$ cat config.mk
export PLATFORM = sky130hd
export DESIGN_NAME = tx_src_ctrl
export DESIGN_NICKNAME = d
export VERILOG_FILES = /design/src/rtl/tx_src_ctrl.sv
export SDC_FILE = /design/constraint.sdc
export NUM_CORES = 1
export LEC_CHECK = 0
export ABC_AREA = 1
export CAP_MARGIN = 20
export CORE_UTILIZATION = 40
export CTS_CLUSTER_SIZE = 28
export DETAILED_ROUTE_END_ITERATION = 16
export PLACE_DENSITY = 0.76
export SYNTH_ARGS = -nofsm -noshare
export SYNTH_HDL_FRONTEND = slang
export SYNTH_SLANG_ARGS = --single-unit
$ cat constraint.sdc
create_clock -name m_clk -period 1.9 [get_ports m_clk]
set_input_delay 0.38 -clock m_clk [delete_from_list [all_inputs] [get_ports m_clk]]
set_output_delay 0.38 -clock m_clk [all_outputs]
set_load 0.01 [all_outputs]
$ cat src/rtl/tx_src_ctrl.sv
// Transmit source controller: loads the transmitter holding register either
// from the TX FIFO (one byte per request) or from a DMA channel in BURST-byte bursts.
module tx_src_ctrl #(
    parameter int unsigned BURST = 4
) (
    input  logic        m_clk,
    input  logic        reset,
    input  logic        fifo_en,
    input  logic        dma_mode,
    input  logic        fifo_empty,
    output logic        fifo_rd,
    input  logic [7:0]  fifo_data,
    output logic        dma_req,
    input  logic        dma_ack,
    input  logic        dma_valid,
    output logic        dma_rdy,
    input  logic [7:0]  dma_data,
    input  logic        thr_ready,
    output logic        thr_load,
    output logic [7:0]  thr_data,
    output logic        busy,
    output logic        src_dma,
    output logic [15:0] tx_count
);

    localparam int unsigned DATA_W = 8;
    localparam int unsigned BEAT_W = 8;
    localparam int unsigned CNT_W  = 16;

    localparam logic [2:0] IDLE  = 3'd0;
    localparam logic [2:0] FRD   = 3'd1;
    localparam logic [2:0] FWAIT = 3'd2;
    localparam logic [2:0] LOAD  = 3'd3;
    localparam logic [2:0] DREQ  = 3'd4;
    localparam logic [2:0] DXFER = 3'd5;
    localparam logic [2:0] DLOAD = 3'd6;

    logic [2:0]        state;
    logic [2:0]        state_nxt;
    logic [BEAT_W-1:0] beat_cnt;
    logic [BEAT_W-1:0] beat_nxt;
    logic [DATA_W-1:0] thr_data_nxt;
    logic              src_dma_nxt;
    logic              load_nxt;
    logic              dma_sel;
    logic              accept;

    assign dma_sel = fifo_en & dma_mode;

    // Ready tracks the holding register live so DMA backpressure is immediate
    assign dma_rdy = (state == DXFER) & thr_ready;
    assign accept  = dma_rdy & dma_valid;

    // State register
    always_ff @(posedge m_clk) begin
        if (reset) begin
            state <= IDLE;
        end else begin
            state <= state_nxt;
        end
    end

    // Next-state and datapath decode
    always_comb begin
        state_nxt    = state;
        beat_nxt     = beat_cnt;
        thr_data_nxt = thr_data;
        src_dma_nxt  = src_dma;
        case (state)
            IDLE: begin
                src_dma_nxt = dma_sel;
                if (thr_ready) begin
                    if (dma_sel) begin
                        state_nxt = DREQ;
                    end else if (!fifo_empty) begin
                        state_nxt = FRD;
                    end
                end
            end
            FRD: begin
                state_nxt = FWAIT;
            end
            FWAIT: begin
                thr_data_nxt = fifo_data;
                state_nxt    = LOAD;
            end
            LOAD: begin
                state_nxt = IDLE;
            end
            DREQ: begin
                // Losing DMA selection before the grant abandons the request
                if (!dma_sel) begin
                    state_nxt = IDLE;
                end else if (dma_ack) begin
                    beat_nxt  = '0;
                    state_nxt = DXFER;
                end
            end
            DXFER: begin
                if (accept) begin
                    thr_data_nxt = dma_data;
                    beat_nxt     = beat_cnt + BEAT_W'(1);
                    state_nxt    = DLOAD;
                end
            end
            DLOAD: begin
                if (beat_cnt == BEAT_W'(BURST)) begin
                    state_nxt = IDLE;
                end else begin
                    state_nxt = DXFER;
                end
            end
            default: begin
                state_nxt = IDLE;
            end
        endcase
    end

    assign load_nxt = (state_nxt == LOAD) | (state_nxt == DLOAD);

    // Output and datapath registers, decoded from the next state so strobes align with it
    always_ff @(posedge m_clk) begin
        if (reset) begin
            beat_cnt <= '0;
            thr_data <= '0;
            src_dma  <= 1'b0;
            tx_count <= '0;
            fifo_rd  <= 1'b0;
            dma_req  <= 1'b0;
            thr_load <= 1'b0;
            busy     <= 1'b0;
        end else begin
            beat_cnt <= beat_nxt;
            thr_data <= thr_data_nxt;
            src_dma  <= src_dma_nxt;
            tx_count <= tx_count + CNT_W'(load_nxt);
            fifo_rd  <= (state_nxt == FRD);
            dma_req  <= (state_nxt == DREQ);
            thr_load <= load_nxt;
            busy     <= (state_nxt != IDLE);
        end
    end

endmodule

* Word level (Yosys, flattened, before mapping)
Index checks and enable logic that the tools add are counted.
Storage, ports and cells: register bits after elaboration 40, bits of input ports 24, output and inout port bits 30, logic and storage cells 48
Cells by class: add/sub/neg operators 2, equality and inequality tests 13, muxes and demuxes 14, bitwise operators 4, reductions and logical operators 6
Operator list (number):
- 2-to-1 mux 8 bit | 4
- case mux 8 bit (2 select lines) | 2
- 2-to-1 mux 3 bit | 7
- case mux 3 bit (6 select lines) | 1
- adder 16 x 1 -> 16 bit | 1
- equality test 3 bit (second input constant) | 5
- adder 8 x 1 -> 8 bit (second input constant) | 1
- equality test 8 x 3 -> 1 bit (second input constant) | 1
- equality test 3 x 1 -> 1 bit (second input constant) | 2
- equality test 3 x 2 -> 1 bit (second input constant) | 2
- != test 2 bit (second input constant) | 3
- AND reduction 4 bit | 1
- nonzero test 2 bit | 2
- AND 1 bit | 3
- zero test 3 bit | 1
- nonzero test 3 bit | 1
- AND reduction 2 bit | 1
- bitwise OR 1 bit | 1

* Depth between registers and ports, before layout
depth after elaboration 8, mapped depth 13, depth with buffers taken out 12

* Least setup slack after synthesis
Ideal clock, no wire load.
kind register -> register, start point register state[2], end point register tx_count[15], library setup time 0.134 ns, arrival time 1.798 ns, required time 1.766 ns, path slack -0.032 ns, cell stages (with the launch flop) 14, buffers on the path 1, clock period less this slack 1.932 ns, cells stage by stage dfxtp_1 > nand2_2 > nor2_4 > nand3_2 > nand2_4 > buf_8 > ha_1 > nand3_1 > nor2_2 > nand2_2 > nor2_2 > nand3_1 > nand2_1 > a21oi_1
On the way: longest elaborated chain between the ends 8, elaborated cells between the ends (all ways) 19, those cells by class add/sub (1); eq/ne (7); mux (7); bitwise (3); reduce/logical (1)
RTL lines:
- start: declaration | RTL line 38 | logic [2:0] state;
- start signal: assignment | RTL line 59 | state <= state_nxt;
- equality test 3 bit | RTL line 51, 69
- AND 1 bit | RTL line 51 | assign dma_rdy = (state == DXFER) & thr_ready;
- AND 1 bit | RTL line 52 | assign accept = dma_rdy & dma_valid;
- 2-to-1 mux 3 bit | RTL line 100 | if (accept) begin
- case mux 3 bit (6 select lines) * | RTL line 69 | case (state)
- equality test 3 x 2 -> 1 bit / equality test 3 bit (equally long branches) | RTL line 119 | assign load_nxt = (state_nxt == LOAD) | (state_nxt == DLOAD);
- bitwise OR 1 bit * | RTL line 119
- named net load_nxt | RTL line 44 | logic load_nxt;
- adder 16 x 1 -> 16 bit * | RTL line 136 | tx_count <= tx_count + CNT_W'(load_nxt);
- end signal: assignment | RTL line 136
- end: declaration | RTL line 23 | output logic [15:0] tx_count
Mark *: on every way through the listed nets, which the timed path passes. The rest lies on a longest branch. A chain may end at the register's enable or synchronous reset.

* Worst setup path after layout
start point register state[2], end point register tx_count[15]
On the way: longest elaborated chain between the ends 8, elaborated cells between the ends (all ways) 19, those cells by class add/sub (1); eq/ne (7); mux (7); bitwise (3); reduce/logical (1)
RTL lines (RTL line):
- equality test 3 bit | 51, 69
- AND 1 bit | 51
- AND 1 bit | 52
- 2-to-1 mux 3 bit | 100
- case mux 3 bit (6 select lines) * | 69
- equality test 3 x 2 -> 1 bit / equality test 3 bit (equally long branches) | 119
- bitwise OR 1 bit * | 119
- adder 16 x 1 -> 16 bit * | 136
Mark *: on every way between the ends. The rest lies on a longest branch, timed or not.

==> results.md <==
Global route:
- The initial antenna violation count is 0.
- The number of global-route vias before repair was 1852.
- Summed over all layers, the global routing overflow is 0.
- The maximum number of pins on one net before global-route repair is 22.
- The first global-routing pass estimated 7940 um of wire.
- Across every metal layer, demand over resource in global routing totals 0.193.

Setup path:
- Counting cells, the worst reg-to-reg path comes to 12.
- The worst setup path is launched from a flip-flop.
- The worst setup path is captured at a flip-flop.
- The delay of the slowest critical-path stage is 0.37 ns.
- The critical path goes through nand2_2 > nor2_4 > nand3_4 > nand2_4 > ha_4 > nand3_2 > nor2_4 > nand2_2 > nor2_4 > nand3_1 > nand2_1 > a21oi_1.
- The cell that appears most often on the critical path is nor2_4.
- The worst path required time is 2.07 ns.
- The data arrival time of the worst path is 1.91 ns.
- The count of buffer and inverter cells on the critical path is 0.
- The critical path class is flip-flop to flip-flop.
- The cell with the largest stage delay on the worst path is dfxtp_4.
- The endpoint of the most critical register-to-register path is tx_count[15]$_SDFF_PP0_.
- The reg2reg setup slack is 0.16 ns.
- The launch point of the worst reg-to-reg path is state[2]$_SDFF_PP0_.
- The largest driver fanout on the critical path is 6.
- Grouping stages by cell kind, the critical path spends the most delay in simple AND/OR/NAND/NOR gates.

Routing:
- The number of vias per cell is 4.77.
- The detail route stage leaves a number of antenna-violating nets equal to 0.
- For this block, the initial DRC count from the detailed router was 113.
- The final wirelength is 4690 um.
- In the routed design, unresolved DRC markers number 0.
- The first-pass iteration count of the detailed router is 4.
- In the final routed layout, each cell accounts on average for 11.3 um.
- The via count is 1971.

Yosys:
- The sequential cell area fraction in the yosys report is 0.402.
- Among all flip-flop cells after synthesis, the most frequent one is dfxtp_1.
- The number of standard cells after synthesis is 279.
- The average instance in the mapped netlist occupies 7.14 um^2.
- The number of distinct library cells after synthesis is 33.
- The total of warnings raised by yosys is 0.
- The share of synthesized registers carrying an async set or reset is 0.
- The net count after synthesis is 308.
- The count of flip-flops with a built-in enable after synthesis is 0.
- The most frequently used cell type in the post-synthesis netlist is nand2_1.
- The mapped netlist covers 1990 um^2.
- In this run, synthesis produced a sequential element count of 40.
- After synthesis, the cell types taking the most area are dfxtp_1 40%, nand2_1 13%, nor2_1 7.0%, inv_1 5.1%, a21oi_1 4.0%.
- By count the netlist is led by 68 x nand2_1, 40 x dfxtp_1, 37 x nor2_1.
- Of the post-synthesis cell area, the dominant cell type holds 0.402.
- The library cell occupying the most area in the post-synthesis netlist is dfxtp_1.

Die:
- The row count is 25.
- The top-level I/O count is 54.
- The die is 72.6 um tall.
- From left edge to right edge, the die measures 72.6 um.
- The core region area is 4750 um^2.
- The initial standard-cell utilization of the core is 0.419.
- The die area is 5270 um^2.

Cells and area:
- The final standard cell count with taps included and fillers excluded is 413.
- The number of antenna diodes in the final layout is 0.
- The area overhead of the layout relative to synthesis is 40.3%.
- The post-layout instance area is 2790 um^2.
- Fill cells in the final layout number 457.
- The total number of nets in the final design is 375.
- In the final layout, the share of cells above drive strength 1 is 0.139.

Flow run:
- The max-cap check violation count is 0.

Placed design:
- The HPWL after detailed placement is 3480 um.
- The weighted congestion reported at the end of routability-driven placement is 0.911.
- The port buffer count is 53.
- The total placed cells including tap cells is 406.
- Summing all placed instances gives a cell area of 2700 um^2.

STA:
- After layout, the minimum clock period comes to 1.74 ns.
- Setup repair after global routing left no endpoint under its margin.
- The achievable frequency is 574 MHz.
- The worst slew slack as a fraction of its limit is 0.827.
- The max-slew violation count is 0.
- The worst slack on hold paths is 0.476 ns.
- Of the available clock period, the critical path in the final layout requires 0.916.
- At the pin with the least slew margin, the transition time is 0.260 ns.
- Between clock sinks in the finished design, the worst skew comes to 0.00121 ns.
- The accumulated negative setup slack is 0 ns.
- The final hold violation count is 0.
- Setup violations remaining at the end of the flow were counted as 0.

CTS:
- Clock-pin slew was measured on the worst setup and hold paths at 0.07 ns.
- After clock tree synthesis, the flow added hold-fix buffers numbering 0.
- Buffers added to address setup during post-CTS repair amount to 0.
- Clock tree synthesis found a total of 40 sinks.
- The tree is rooted in a clkbuf_8.
- Clock tree synthesis inserted a total of 5 buffers.
- Clock latency on the worst-skew pair, taken at its later pin, is 0.29 ns.
- The number of H-tree branching levels is 2.
- The clock tree from TritonCTS is done.
- The clock passes through at most 2 buffers.

Min path:
- The worst hold path was traced through 2 stages.
- The start point of the worst min-delay path is src_dma$_SDFFE_PP0P_.
- The worst hold path terminates at src_dma$_SDFFE_PP0P_.
- The tightest min-delay check is of the flip-flop to flip-flop type.

Run status:
- The run finished with clean final reports.

Pwr:
- IR analysis of the VDD net gives a maximum drop of 0.406 mV.
- Dividing total power by cell area gives a power density of 595 nW/um^2.
- The analysis attributes to cell leakage a power of 1.11 nW.
## logic make-up (layout without fill, tap and decap cells)
kind of cell / after synthesis / after routing / share of synthesized area
AOI/OAI and AO/OA: 46 / 46 / 0.134
xor gates and xnor gates: 6 / 6 / 0.0264
adders and majority gates: 5 / 5 / 0.0314
buffers and inverters: 38 / 105 / 0.0798
DFF: 40 / 40 / 0.402
and+or+nand+nor: 144 / 144 / 0.326
## worst max path at each step
| stage | from | endpoint | slack [ns] | cells past startpoint |
|---|---|---|---|---|
| floorplan | state[2]$_SDFF_PP0_ | tx_count[15]$_SDFF_PP0_ | 0.05 | 13 |
| global placement | thr_ready | tx_count[15]$_SDFF_PP0_ | -0.17 | 11 |
| detailed placement | thr_ready | tx_count[15]$_SDFF_PP0_ | -0.22 | 11 |
| global route | state[0]$_SDFF_PP0_ | tx_count[11]$_SDFF_PP0_ | 0.03 | 11 |
| finish | state[2]$_SDFF_PP0_ | tx_count[15]$_SDFF_PP0_ | 0.16 | 12 |
| CTS | thr_ready | tx_count[15]$_SDFF_PP0_ | 0.08 | 10 |
## metal layers
layer  global-route usage  up-vias  wire length, um
li1                     -     1035                -
met1                0.264      875             2240
met2                0.298       56             2110
met3               0.0444        5              275
met4               0.0697        0               54
met5                    0        -                0
## cell type report
type | instances | area [um^2] | area share
Clock buffer | 6 | 72.6 | 0.0260
Sequential cell | 40 | 807 | 0.289
Timing Repair Buffer | 67 | 639 | 0.229
Clock inverter | 1 | 5.00 | 0.00179
Multi-Input combinational cell | 201 | 1070 | 0.382
Tap cell | 67 | 83.8 | 0.0300
Inverter | 31 | 119 | 0.0425
## power breakdown
group,total [W],switching [W],internal (W)
Sequential,0.000894,0.0000229,0.000871
Clock,0.000517,0.000267,0.000249
Combinational,0.000252,0.000119,0.000133
Total,0.00166,0.000409,0.00125
## tightest hold or removal path, cell delays in order, from the launching register on
cell	delay [ns]
dfxtp_1	0.31
o21ai_0	0.06
a21oi_1	0.06
## through the flow
step	setup WS [ns]	power [W]	util
after floorplan	0.0500	0.00103	-
after detailed placement	-0.220	0.00116	0.569
after CTS	0.0820	0.00168	0.585
after global routing	0.0271	0.00174	0.588
final	0.159	0.00166	0.588
after global placement	-0.172	0.00116	0.569
## layout by cell type (no fill, tap or decap), types with 3 or more instances in the layout
cell type,Yosys,final
a21oi_1,16,16
a31oi_1,7,7
buf_4,0,14
clkbuf_8,0,5
clkdlybuf4s50_1,0,50
dfxtp_1,40,37
ha_1,5,4
inv_1,27,27
inv_2,3,3
nand2_1,68,68
nand2_2,3,3
nand3_1,16,15
nand3_2,3,3
nand4_1,3,3
nor2_1,37,37
nor2_4,1,3
nor3_1,5,5
o21ai_0,6,6
o21ai_1,11,11
xor2_1,5,5
## flip-flops by register name (all words and copies together), names as in the netlist
name and count:
beat_cnt 8, busy 1, dma_req 1, fifo_rd 1
src_dma 1, state 3, thr_data 8, thr_load 1
tx_count 16
## what timing repair did
action,in CTS,in global routing
pin swaps,0,1
gates resized for setup,1,5
setup endpoints to repair,1,1
gates cloned,0,0
(Power assumes the default switching activity.)
